$ cat config.mk
export PLATFORM = sky130hd
export DESIGN_NAME = updn_count_arbiter
export DESIGN_NICKNAME = d
export VERILOG_FILES = /design/src/rtl/updn_pkg.sv /design/src/rtl/mod_updn_core.sv /design/src/rtl/updn_count_arbiter.sv
export SDC_FILE = /design/constraint.sdc
export NUM_CORES = 1
export LEC_CHECK = 0
export CAP_MARGIN = 40
export CORE_MARGIN = 5
export CORE_UTILIZATION = 49
export CTS_BUF_LIST = sky130_fd_sc_hd__clkbuf_8
export CTS_CLUSTER_DIAMETER = 80
export DETAILED_ROUTE_END_ITERATION = 12
export HOLD_SLACK_MARGIN = 0.08
export PLACE_DENSITY = 0.76
export SETUP_SLACK_MARGIN = 0.4
export SYNTH_ARGS = -nofsm -noshare
export SYNTH_HDL_FRONTEND = slang
export SYNTH_SLANG_ARGS = --single-unit
$ cat constraint.sdc
create_clock -name clk -period 2 [get_ports clk]
set_input_delay 0.5 -clock clk [delete_from_list [all_inputs] [get_ports clk]]
set_output_delay 0.5 -clock clk [all_outputs]
set_load 0.1 [all_outputs]
$ cat src/rtl/updn_pkg.sv
// Shared types and constants for the up/down counter arbiter.
package updn_pkg;

    localparam int CNT_W = 5;

    typedef enum logic [1:0] {
        IDLE,
        RUN,
        DONE
    } state_e;

    typedef enum logic {
        REQ_A,
        REQ_B
    } req_id_e;

    function automatic req_id_e other_id(input req_id_e id);
        return (id == REQ_A) ? REQ_B : REQ_A;
    endfunction

endpackage

$ cat src/rtl/mod_updn_core.sv
// Modulo-CNT_LENGTH up/down counter; steps once per enabled cycle.
module mod_updn_core
    import updn_pkg::*;
#(
    parameter int CNT_LENGTH = 8
) (
    input  logic             clk,
    input  logic             rst,
    input  logic             en,
    input  logic             updn,
    output logic [CNT_W-1:0] count
);

    localparam logic [CNT_W-1:0] TOP = CNT_W'(CNT_LENGTH - 1);

    logic [CNT_W-1:0] count_q;
    logic [CNT_W-1:0] count_d;

    always_comb begin
        count_d = count_q;
        if (en) begin
            if (updn) begin
                count_d = (count_q == TOP) ? '0 : count_q + 1'b1;
            end else begin
                count_d = (count_q == '0) ? TOP : count_q - 1'b1;
            end
        end
    end

    always_ff @(posedge clk or posedge rst) begin
        if (rst) begin
            count_q <= '0;
        end else begin
            count_q <= count_d;
        end
    end

    assign count = count_q;

endmodule

$ cat src/rtl/updn_count_arbiter.sv
// Round-robin arbiter sharing one modulo up/down counter between A and B.
module updn_count_arbiter
    import updn_pkg::*;
#(
    parameter int CNT_LENGTH = 8
) (
    input  logic             clk,
    input  logic             rst,
    input  logic             req_a,
    input  logic             dir_a,
    input  logic [CNT_W-1:0] steps_a,
    output logic             gnt_a,
    output logic             done_a,
    input  logic             req_b,
    input  logic             dir_b,
    input  logic [CNT_W-1:0] steps_b,
    output logic             gnt_b,
    output logic             done_b,
    output logic [CNT_W-1:0] count,
    output logic             busy
);

    state_e           state_q;
    req_id_e          owner_q;
    req_id_e          prio_q;
    logic             dir_q;
    logic [CNT_W-1:0] rem_q;
    logic             gnt_a_q;
    logic             gnt_b_q;
    logic             done_a_q;
    logic             done_b_q;
    logic             busy_q;

    req_id_e          win;
    logic             win_dir;
    logic [CNT_W-1:0] win_steps;

    // Winner only matters in IDLE; prio_q breaks ties.
    always_comb begin
        win = REQ_A;
        if (req_a && req_b) begin
            win = prio_q;
        end else if (req_b) begin
            win = REQ_B;
        end
        win_dir   = (win == REQ_B) ? dir_b : dir_a;
        win_steps = (win == REQ_B) ? steps_b : steps_a;
    end

    always_ff @(posedge clk or posedge rst) begin
        if (rst) begin
            state_q  <= IDLE;
            owner_q  <= REQ_A;
            prio_q   <= REQ_A;
            dir_q    <= 1'b0;
            rem_q    <= '0;
            gnt_a_q  <= 1'b0;
            gnt_b_q  <= 1'b0;
            done_a_q <= 1'b0;
            done_b_q <= 1'b0;
            busy_q   <= 1'b0;
        end else begin
            unique case (state_q)
                IDLE: begin
                    if (req_a || req_b) begin
                        owner_q <= win;
                        prio_q  <= other_id(win);
                        dir_q   <= win_dir;
                        rem_q   <= win_steps;
                        gnt_a_q <= (win == REQ_A);
                        gnt_b_q <= (win == REQ_B);
                        busy_q  <= 1'b1;
                        if (win_steps == '0) begin
                            state_q  <= DONE;
                            done_a_q <= (win == REQ_A);
                            done_b_q <= (win == REQ_B);
                        end else begin
                            state_q <= RUN;
                        end
                    end
                end
                RUN: begin
                    rem_q <= rem_q - 1'b1;
                    if (rem_q == CNT_W'(1)) begin
                        state_q  <= DONE;
                        done_a_q <= (owner_q == REQ_A);
                        done_b_q <= (owner_q == REQ_B);
                    end
                end
                DONE: begin
                    state_q  <= IDLE;
                    done_a_q <= 1'b0;
                    done_b_q <= 1'b0;
                    gnt_a_q  <= 1'b0;
                    gnt_b_q  <= 1'b0;
                    busy_q   <= 1'b0;
                end
                default: begin
                    state_q <= IDLE;
                end
            endcase
        end
    end

    mod_updn_core #(
        .CNT_LENGTH(CNT_LENGTH)
    ) u_core (
        .clk  (clk),
        .rst  (rst),
        .en   (state_q == RUN),
        .updn (dir_q),
        .count(count)
    );

    assign gnt_a  = gnt_a_q;
    assign gnt_b  = gnt_b_q;
    assign done_a = done_a_q;
    assign done_b = done_b_q;
    assign busy   = busy_q;

endmodule

# Yosys cells after proc, flatten, opt, wreduce, memory -nomap -nowiden
# Index checks and enable logic that the tools add are counted.
totals:
  regBits: 20
  input_bits: 16
  output_inout_bits: 10
  elab_cells: 64
op_classes:
  add_sub_neg: 3
  eq_ne: 7
  muxes: 28
  bitwise: 2
  reduce_logical: 13
ops:
  columns: ["op", "n"]
  rows:
  - ["$mux W5", 5]
  - ["$mux W1", 13]
  - ["$logic_not A5 Y1", 2]
  - ["$pmux W5 S2", 1]
  - ["$sub A5 B1 Y5 const B", 2]
  - ["$reduce_and A2 Y1", 4]
  - ["$mux W2", 3]
  - ["$ne A2 B2 Y1 const B", 3]
  - ["$pmux W1 S2", 3]
  - ["$pmux W1 S3", 2]
  - ["$add A5 B1 Y5 const B", 1]
  - ["$eq A5 B1 Y1 const B", 1]
  - ["$eq A5 B3 Y1 const B", 1]
  - ["$pmux W2 S2", 1]
  - ["$reduce_and A4 Y1", 1]
  - ["$reduce_bool A2 Y1", 2]
  - ["$reduce_bool A3 Y1", 1]
  - ["$eq A2 B1 Y1 const B", 1]
  - ["$eq A2 B2 Y1 const B", 1]
  - ["$logic_not A2 Y1", 1]
  - ["$not A1 Y1", 2]
  - ["$logic_and A1 B1 Y1", 1]
  - ["$logic_or A1 B1 Y1", 1]

# Logic depth before layout (Yosys ltp)
depth:
  word_depth: 7
  mapped_depth: 7
  depth_no_buf: 6

# Modules after synthesis
# Synthesis repeated with hierarchy kept, for this count alone.
hier_totals:
  hier_cells: 139
  hier_area_um2: 1273.7
by_module_without_submodules:
  columns: ["module", "n_inst", "cells_per_inst", "area_per_inst_um2", "seq_area_each_um2"]
  rows:
  - ["updn_count_arbiter", 1, 101, 928.4, 375.4]
  - ["mod_updn_core", 1, 38, 345.3, 125.1]

# Worst setup path after synthesis
# Ideal clock, no wire load.
synth_timing:
  kind: "register -> register"
  from: "reg u_core.count_q[1], in the netlist u_core.count[1]"
  to: "reg u_core.count_q[0], in the netlist u_core.count[0]"
  arrival_ns: 2.039
  required_time_ns: 1.921
  setup_slack_ns: -0.118
  path_stages_with_launch: 7
  period_less_slack_ns: 2.118
  path_cell_list: "dfrtp_1 > inv_1 > ha_1 > or4b_2 > nand3_1 > o21ai_0 > a21oi_1"
synth_between:
  elab_chain_cells: 3
  elab_cells_between_ends: 5
  classes_between: "eq/ne (1); mux (3); reduce/logical (1)"
synth_lines:
  columns: ["element", "line_no", "rtl"]
  rows:
  - ["start, declared", "mod_updn_core.sv:16", "logic [CNT_W-1:0] count_q;"]
  - ["start signal, assigned", "mod_updn_core.sv:34", "count_q <= count_d;"]
  - ["$eq A5 B3 Y1 or $logic_not A5 Y1 (tied branches)", "mod_updn_core.sv:23, mod_updn_core.sv:25", null]
  - ["$mux W5 (on tied branches)", "mod_updn_core.sv:23, mod_updn_core.sv:25", null]
  - ["$mux W5 *", "mod_updn_core.sv:22", "if (updn) begin"]
# Mark *: on every way between the ends. The rest lies on a longest branch, timed or not.
# A chain may end at the register's enable or synchronous reset.

# Worst setup path after layout
layout_timing:
  from: "reg rem_q[1]"
  to: "reg done_b_q, in the netlist done_b"
layout_between:
  elab_chain_cells: 3
layout_lines:
  columns: ["element", "line_no", "rtl"]
  rows:
  - ["start, declared", "updn_count_arbiter.sv:27", "logic [CNT_W-1:0] rem_q;"]
  - ["start signal, assigned", "updn_count_arbiter.sv:69", "rem_q <= win_steps;"]
  - ["start signal, assigned", "updn_count_arbiter.sv:83", "rem_q <= rem_q - 1'b1;"]
  - ["$eq A5 B1 Y1", "updn_count_arbiter.sv:84", "if (rem_q == CNT_W'(1)) begin"]
  - ["$ne A2 B2 Y1 (no source line)", null, null]
  - ["$reduce_and A4 Y1 (no source line)", null, null]
  - ["end signal, assigned", "updn_count_arbiter.sv:76", "done_b_q <= (win == REQ_B);"]
  - ["end signal, assigned", "updn_count_arbiter.sv:87", "done_b_q <= (owner_q == REQ_B);"]
  - ["end, declared", "updn_count_arbiter.sv:31", "logic done_b_q;"]
# No other way between the ends.

==> results summary <==
The clock drives 20 sinks. Once the floorplan was initialized, standard cells occupied 50.3% of the core. The clock latency on the worst-skew pair is 0.26 ns.

The top-level port count is 26. The largest clock skew in the final design came out at 0.00361 ns. The number of pins with negative max-slew slack in the final report came out at 0. Of all nets on the critical path, the largest fanout is 2. The synthesized netlist cell count is 156. The tool flagged a number of max-cap violations equal to 0. The tree is rooted in a clkbuf_8.

The remaining number of nets flagged by the antenna check after routing came out at 0. The overflow left after global routing is 0. The type of element capturing the critical path is a register. After filler insertion, the fill cell instance count of the layout stands at 148.

The most used flip-flop cell after synthesis is dfrtp_1. VDD sags by at most between 1500 and 2000 uV. The number of buffer cells added on primary ports came out at 25. The number of DRC markers after the initial detailed-route iteration came out at 123. Among all stages on the critical path, the largest delay is contributed by or4b_4.

The number of antenna cells inserted came out at 0. The fmax is 529 MHz. Leaving out fill and tap cells, the most frequent cell in the layout is buf_4.

The proportion of synthesized chip area in sequential cells is 36.4%. The via count of the first global-routing pass came out at 1492. The maximum number of pins on one net before global-route repair came out at 16. The area taken by multi-input logic gates came out at 938 um^2. The number of distinct library cells after synthesis came out at 43. A synthesized cell averages 8.81 um^2. The number of flops mapped to enable cells by yosys came out at 0. The number of failing hold endpoints at the final stage was 0. Detailed placement finished with a half-perimeter wire length of 2680 um. The total nets after synthesis came out at 180.

STA puts the critical path data required time at 2.15 ns. The buffer depth of the longest clock path came out at 2. The cell area that synthesis handed to floorplanning was 1380 um^2. Dividing the final minimum period by the clock period gives 94.6%. Among cell families on the critical path, the largest total delay comes from simple AND/OR/NAND/NOR gates.

The initial antenna violation count is 0. The clock-pin slew of the registers on the worst-case setup and hold paths is 0.08 ns. The final net count is 246.

The core region is 2730 um^2. The CTS tree is built. The critical path class is register to register. The worst setup path is launched from a register. The overall power came out at 4510 uW. The critical path goes through inv_2 > ha_1 > or4b_4 > a211oi_2 > o221ai_2 > mux2_4. The all-layer global routing usage is 21.2%.

Summing the areas of all and, or, nand and nor instances in the mapped netlist gives 19.9% of the synthesized area. The worst min-delay path category is input pin to async pin. The data arrival time of the critical path came out at 2.05 ns. The xor-xnor portion of the synthesized cell area came out at less than 1%. The count of standard-cell rows came out at 19. Setup repair after global routing could not meet its margin everywhere.

The total placed cells including tap cells is 221. In the final layout, flip-flops and latches occupy 515 um^2. The clock period could shrink to 1.89 ns.

The aggregate negative setup slack is 0 ns. By area, the combinational part of the netlist is dominated by compound AO/OA/AOI/OAI gates. The number of buffer and inverter instances along the worst setup path came out at 1.

The share of final-layout standard cells stronger than drive strength 1 is a little under half. The post-detailed-route wirelength per cell came out at about 19 um. The final route contains 1538 vias.

Setup violations remaining at the end of the flow were counted as 0. The routability congestion estimate from global placement came out at 0.902. The total of warnings raised by yosys is 0. The final wirelength is 4810 um. The synthesized netlist devotes approximately a quarter of its cell area to compound gates. The remaining routing DRC violations came out at 0. TritonCTS created 3 clock buffers. The number of levels in the clock H-tree is 1. The cell area power density came out at between 1500 and 2000 nW/um^2. The number of synthesized register bits came out at 20.

Measured along the y axis, the die boundary spans approximately 63 um. The first detailed-routing pass took 4 iterations. In the layout the commonest cells are buf_4, nand2_1, dfrtp_1, o21ai_0, buf_12. For this design the static power due to leakage is 0.00104 uW. The ratio of routed vias to standard cells came out at slightly above 6. The layout overhead on the synthesized area is 66.8%. The share of async-settable or async-resettable flops after synthesis came out at 100%.

The share of synthesized cell area in full adder, half adder and majority cells is 7.28%. The die area is 3970 um^2. The run finished with clean final reports. The first global-routing pass estimated 6840 um of wire. The transition time of the tightest slew-check pin is 0.379 ns. The number of cells in the finished layout apart from fillers came out at between 200 and 300.

On the worst path, the slowest cell contributes a delay of 0.48 ns. The worst max-slew margin expressed relative to the limit is about three quarters. The share of cell area taken by muxes after synthesis is 7.19%.

In this run the horizontal extent of the chip is 63.0 um.
## where the power goes
part / internal (uW) / total (uW) / switching (uW)
clock: 267 / 415 / 148
combinational: 1430 / 3180 / 1750
sequential: 629 / 919 / 290
total: 2320 / 4510 / 2190
## cell families after synthesis
group	Yosys count
and+or+nand+nor	51
muxes	9
adders and majority gates	8
AOI/OAI and AO/OA	49
DFF	20
buffers and inverters	18
xor gates and xnor gates	1
## metrics by stage
stage               area (um^2)  hold slack (ns)  utilization, %  worst slack (ns)
floorplan                  1440            0.441               -             0.229
global placement           1910            0.464            69.7            -0.201
detailed placement         1910            0.470            69.7            -0.225
CTS                        2150            0.457            78.6             0.152
global route               2290            0.465            83.9            0.0434
finish                     2290            0.454            83.9             0.108
## layer usage
metal / global-route usage, % / part of all wire, % / vias to the layer above
met1: 25.9 / 41 / 757
li1: - / - / 708
met5: 0 / 0 / -
met4: 8.22 / 2.1 / 0
met3: 3.24 / 4.2 / 12
met2: 36.8 / 53 / 61
## synth_stat cells (3+ instances only)
cell type,count,area share [%]
and3_1,3,1.4
mux2i_1,5,3.6
o21ai_0,16,5.8
a21oi_1,10,3.6
inv_1,11,3.0
nand2_1,17,4.6
ha_1,8,7.3
buf_2,3,1.1
a31oi_1,3,1.4
nor3_1,3,1.1
dfrtp_1,20,36
o22ai_1,3,1.4
nor2_1,7,1.9
nand3_1,5,1.8
a21boi_0,3,1.6
mux2_2,3,2.5
clkbuf_1,4,1.1
## worst register-to-register path: stages, from the launching register on
cell and delay, ns:
dfrtp_1 0.39, inv_2 0.06, ha_1 0.13, or4b_4 0.48, a211oi_2 0.25, o221ai_2 0.16, mux2_4 0.32
## worst paths after layout
path | startpoint | cells past startpoint | slack [ns] | end
worst max register to register | rem_q[1] | 6 | 0.11 | done_b
worst min register to register | prio_q | 1 | 0.48 | prio_q
worst min-delay path | rst | 2 | 0.45 | u_core.count[2]
worst max-delay path | rem_q[1] | 6 | 0.11 | done_b
max in group asynchronous | rst | 3 | 1.03 | state_q[0]
min in group clk | prio_q | 1 | 0.48 | prio_q
## layout make-up
cell class / count / share of cell area, %
Multi-Input combinational cell: 118 / 40.9
Inverter: 11 / 1.91
Timing Repair Buffer: 68 / 29.9
Tap cell: 31 / 1.69
Clock buffer: 3 / 1.80
Sequential cell: 20 / 22.5
Clock inverter: 1 / 1.31
## repair_timing
action	in CTS	in global routing
buffers inserted	19	7
endpoints found under the hold margin	0	0
setup endpoints to repair	12	13
pin swaps	8	14
resized for setup	22	26
hold buffers	0	0
cloned	1	0
(Power assumes the default switching activity.)
==> variant 1: new RTL, same settings <==
Register the output `count`, with the module's reset; this adds one clock of latency there. The other outputs are not delayed to match.
--- a/src/rtl/updn_count_arbiter.sv
+++ b/src/rtl/updn_count_arbiter.sv
@@ -19,6 +19,8 @@
     output logic [CNT_W-1:0] count,
     output logic             busy
 );
+
+    logic [CNT_W-1:0] count_c;
 
     state_e           state_q;
     req_id_e          owner_q;
@@ -109,7 +111,7 @@
         .rst  (rst),
         .en   (state_q == RUN),
         .updn (dir_q),
-        .count(count)
+        .count(count_c)
     );
 
     assign gnt_a  = gnt_a_q;
@@ -118,5 +120,13 @@
     assign done_b = done_b_q;
     assign busy   = busy_q;
 
+    always_ff @(posedge clk or posedge rst) begin
+        if (rst) begin
+            count <= '0;
+        end else begin
+            count <= count_c;
+        end
+    end
+
 endmodule
 
Formal check against the unedited RTL: not equivalent (Yosys sat finds a counterexample within 4 cycles, from zero or initial values and one cycle with rst high).
==> variant 1 against the original RTL <==
Die area is 9.1% higher. Routed wire length is 11% lower. Sequential cell count is 5 higher. Final area is 2.5% lower. Global-route usage is 1.5 points lower. Largest cell class unchanged. Final cell count is 1.2% lower. Power is 8.7% lower. Sequential power is 11% higher. Clock power is 25% lower. Area after synthesis is 11% higher. First-iteration DRC count is 31% lower. Clock skew is 0.0038 ns higher. Count of clock-buffer cells in the layout stayed put. Worst setup slack worse by 0.053 ns.
==> variant 1: results (changes against the original RTL) <==
| Metric | Value |
|---|---|
| Commonest cells in the netlist | dfrtp_1, o21ai_0, inv_1, nand2_1, nor2_1 |
| Category of cells accounting for the largest share of critical-path delay | simple AND/OR/NAND/NOR gates |
| Buffer levels on the longest clock path | 2 (unchanged) |
| First-pass detailed-route iteration total | 4 (unchanged) |
| Post-Synthesis Net Count | 178 (-1.1%) |
| Worst min-delay path category | reg -> reg |
| Run status | finished, final reports clean |
| Hpwl dp | 2810 um (+4.6%) |
| Pin count of the biggest net entering global routing | 26 (+10) |
| Clock Skews | 0.00744 ns (+0.00383 ns) |
| Average wire length per cell after detail routing | 17.2 um (-10%) |
| Peak ir drop on the vdd network | 882 uV (-42%) |
| Via count | 1423 (-7.5%) |
| Post-synthesis sequential area ratio | 41.0% (+4.6 points) |
| Area post-placement | 1960 um2 (+2.7%) |
| Global-route wire length before repair | 6570 um (-4.0%) |
| Clock transition time at the flip-flop clock pins of the worst setup and hold paths | 0.10 ns (+0.02 ns) |
| Leak pwr | 0.00101 uW (-2.9%) |
| Count of cell types in the netlist | 46 (+7.0%) |
| Data arrival at the endpoint of the critical path | 2.11 ns (+0.06 ns) |
| Critical Path Fanout Max | 2 (unchanged) |
| Net total in the final layout | 230 (-6.5%) |
| Delay of the slowest cell on the worst path | 0.48 ns (about the same) |
| Pre-CTS setup slack | -0.291 ns (-0.0655 ns) |
| GR Util All Layers | 19.7% (-1.5 points) |
| Final estimated routing congestion in global placement | 0.816 (-9.5%) |
| Crit-path slowest cell | or4b_4 |
| Top_reg_cell synth | dfrtp_1 |
| Dominant cells by area after synthesis | dfrtp_1, ha_1, o21ai_0 |
| Number of inserted filler cells in the final layout | 209 (+41%) |
| Number of DRC violations after detailed-routing iteration 0 | 85 (-31%) |
| Transition time of the tightest slew-check pin | 0.348 ns (-0.0303 ns) |
| Cell count of the worst hold path | 0 |
| Ratio of cells with drive above 1 in the final layout | 38.0% (-7.7 points) |
| Source-to-sink clock delay at the later pin of the worst-skew pair | 0.28 ns (+0.02 ns) |
[variant 1: through the flow]
| step | std cells | util [%] |
|---|---|---|
| floorplan | 154 | - |
| global placement | 234 | 64.6 |
| detailed placement | 234 | 64.6 |
| CTS | 247 | 70.9 |
| global route | 249 | 73.9 |
| finish | 249 | 73.9 |
[variant 1: final cells by class]
class | instances | area [um2] | area share [%]
flip-flops and latches | 25 | 626 | 28.0
well taps | 44 | 55.1 | 2.46
clock inverters | 1 | 3.75 | 0.168
multi-input cells | 110 | 950 | 42.4
clock buffers | 3 | 41.3 | 1.85
repair buffers | 55 | 520 | 23.3
inverters | 11 | 41.3 | 1.85
[variant 1: worst paths after layout]
path                                       from               to  slack [ns]
worst max-delay path                   rem_q[1]           done_b        0.06
worst min-delay path            u_core.count[1]         count[1]        0.48
worst max register to register         rem_q[1]           done_b        0.06
worst min register to register  u_core.count[1]         count[1]        0.48
max in group asynchronous                   rst  u_core.count[1]        1.18
min in group asynchronous                   rst         rem_q[0]        0.58
[variant 1: repair_timing]
| action | CTS | global route |
|---|---|---|
| resized for setup | 32 | 15 |
| pin swaps | 7 | 5 |
| hold endpoints to repair | 0 | 0 |
| endpoints found under the setup margin | 14 | 13 |
| setup buffers | 9 | 2 |
[variant 1: report_power, final]
group | internal (uW) | switching, uW
registers | 749 | 267
logic | 1200 | 1600
clock network | 138 | 174
total | 2080 | 2040
[variant 1: cell families after synthesis]
logic type	count (synthesis)	synth area share, %
AOI/OAI and AO/OA	47	21.6
xor gates and xnor gates	2	1.15
adders and majority gates	8	6.56
buffers and inverters	19	6.73
DFF	25	41.0
muxes	6	4.76
and+or+nand+nor	47	18.2
[variant 1: metal layers]
metal	track usage (%)	wire length, um	vias up	part of all wire (%)
li1	-	-	666	-
met1	24.4	1800	719	42
met2	35.8	2280	32	53
met3	2.38	120	6	2.8
met4	4.92	77	0	1.8
met5	0	0	-	0
==> variant 2: new RTL, same flow settings <==
Without the edit above. Change the package constant `CNT_W` from 5 to 10.
--- a/src/rtl/updn_pkg.sv
+++ b/src/rtl/updn_pkg.sv
@@ -1,7 +1,7 @@
 // Shared types and constants for the up/down counter arbiter.
 package updn_pkg;
 
-    localparam int CNT_W = 5;
+    localparam int CNT_W = 10;
 
     typedef enum logic [1:0] {
         IDLE,
Ports: changed (resized count, steps_a and steps_b); port bits go from 26 to 41. The function was not compared with the original's and may differ.
==> variant 2 against the original RTL <==
Clock skew is 0.0023 ns higher. Power is 47% higher. Worst setup slack lost 0.077 ns. Sequential cell count rose by 10. Final area grew 62%. Clock power increased by 25%. Utilization is 1.8 points higher. Routed wire length increased by 79%. Area after synthesis is 57% higher. Critical endpoint is now u_core.count[8]. Largest cell class unchanged. Largest power group unchanged.
==> variant 2: results (changes against the original RTL) <==
| Metric | Value |
|---|---|
| Area post-placement | 3090 um2 (+62%) |
| Hpwl dp | 4830 um (+80%) |
| Dominant cells by area after synthesis | dfrtp_1, ha_1, nand2_1 |
| Mean area per synthesized cell | 8.55 um2 (-3.0%) |
| Via count of the first global-routing pass | 2487 (+67%) |
| Ratio of cells with drive above 1 in the final layout | 45.4% (-0.27 points) |
| Via count | 2683 (+74%) |
| DR WL met3 | 670 um (+230%) |
| Post-Synthesis Net Count | 287 (+59%) |
| Final estimated routing congestion in global placement | 0.922 (+2.2%) |
| Share of flip-flops with an asynchronous set or reset | 100% (unchanged) |
| Worst min-delay path category | reg -> reg |
| Pre-CTS setup slack | -0.201 ns (+0.0241 ns) |
| Post-Route M1 WL | 3390 um (+72%) |
| Source-to-sink clock delay at the later pin of the worst-skew pair | 0.29 ns (+0.03 ns) |
| H-tree depth | 2 (+1) |
| First-pass detailed-route iteration total | 5 (+1) |
| Global Route met2 Usage | 41.3% (+4.5 points) |
| Worst hold margin | 0.510 ns (+0.0560 ns) |
| Number of standard cells in the layout, taps in and fillers out | 402 (+60%) |
| Post-synthesis sequential area ratio | 34.7% (-1.7 points) |
| Routed WL | 8600 um (+79%) |
| Run status | finished, final reports clean |
| Global-route wire length before repair | 12100 um (+76%) |
| Pin count of the biggest net entering global routing | 31 (+15) |
| Critical Path Fanout Max | 7 (+5) |
| Wire length on met2 | 4100 um (+62%) |
| Buffer levels on the longest clock path | 2 (unchanged) |
| Met1 GRT Util | 31.4% (+5.5 points) |
| Number of DRC violations after detailed-routing iteration 0 | 298 (+140%) |
| Net total in the final layout | 383 (+56%) |
| Commonest cells in the netlist | dfrtp_1, nand2_1, nor2_1 |
| Start of the worst register-to-register path | u_core.count[0] |
| Max-slew headroom at the worst pin | 54.4% (-20 points) |
| Number of clock buffers inserted by TritonCTS | 5 (+2) |
| GR Util All Layers | 25.2% (+4.0 points) |
| Count of port buffers added during placement | 40 (+60%) |
| Leak pwr | 0.00152 uW (+46%) |
| Clock Skews | 0.00589 ns (+0.00229 ns) |
| Peak ir drop on the vdd network | 1560 uV (+2.8%) |
| Grt met3 use | 5.91% (+2.7 points) |
| Count of cell types in the netlist | 53 (+23%) |
| Data arrival at the endpoint of the critical path | 2.14 ns (+0.09 ns) |
| Least setup slack across all paths after layout | 0.0316 ns (-0.0766 ns) |
| Post-Place Cells | 367 (+66%) |
## variant 2: path summary, 6_finish.rpt
| path | end | cells after the start |
|---|---|---|
| setup reg to reg | u_core.count[8] | 6 |
| hold / removal | prio_q | 1 |
| min in group asynchronous | dir_q | 3 |
| max in group asynchronous | u_core.count[5] | 3 |
| hold reg to reg | prio_q | 1 |
| setup / recovery | u_core.count[8] | 6 |
## variant 2: final cells by class
class                           count  area [um2]
Clock inverter                      2        8.76
Fill cell                         216         619
Tap cell                           52        65.1
Inverter                           11        45.0
Multi-Input combinational cell    196        1640
Timing Repair Buffer              105        1090
Clock buffer                        6        82.6
Sequential cell                    30         772
## variant 2: critical path, stage by stage, from the launching register on
cell and delay [ns]:
dfrtp_2 0.41, ha_1 0.24, nand3b_1 0.25, o31ai_4 0.31
buf_6 0.18, o21ai_0 0.13, a221o_1 0.33
## variant 2: repair_timing
action / in CTS / in global routing
setup endpoints to repair: 29 / 25
buffers inserted: 15 / 12
gates resized for setup: 33 / 43
pin swaps: 15 / 22
hold endpoints to repair: 0 / 0
## variant 2: cells by family (layout without fill, tap and decap cells)
| group | count (synthesis) | count (layout) | synth area share (%) |
|---|---|---|---|
| and+or+nand+nor | 99 | 99 | 23.1 |
| AOI/OAI and AO/OA | 76 | 76 | 26.2 |
| DFF | 30 | 30 | 34.7 |
| buffers and inverters | 27 | 124 | 5.09 |
| muxes | 11 | 11 | 5.44 |
| adders and majority gates | 8 | 8 | 4.63 |
| xor gates and xnor gates | 2 | 2 | 0.810 |
## variant 2: report_power, final
part           total [uW]  internal [uW]  switching [uW]  leakage, uW
combinational        4840           2160            2680      0.00112
sequential           1300            908             387     0.000345
clock                 518            272             245    0.0000524
total                6660           3340            3320      0.00152
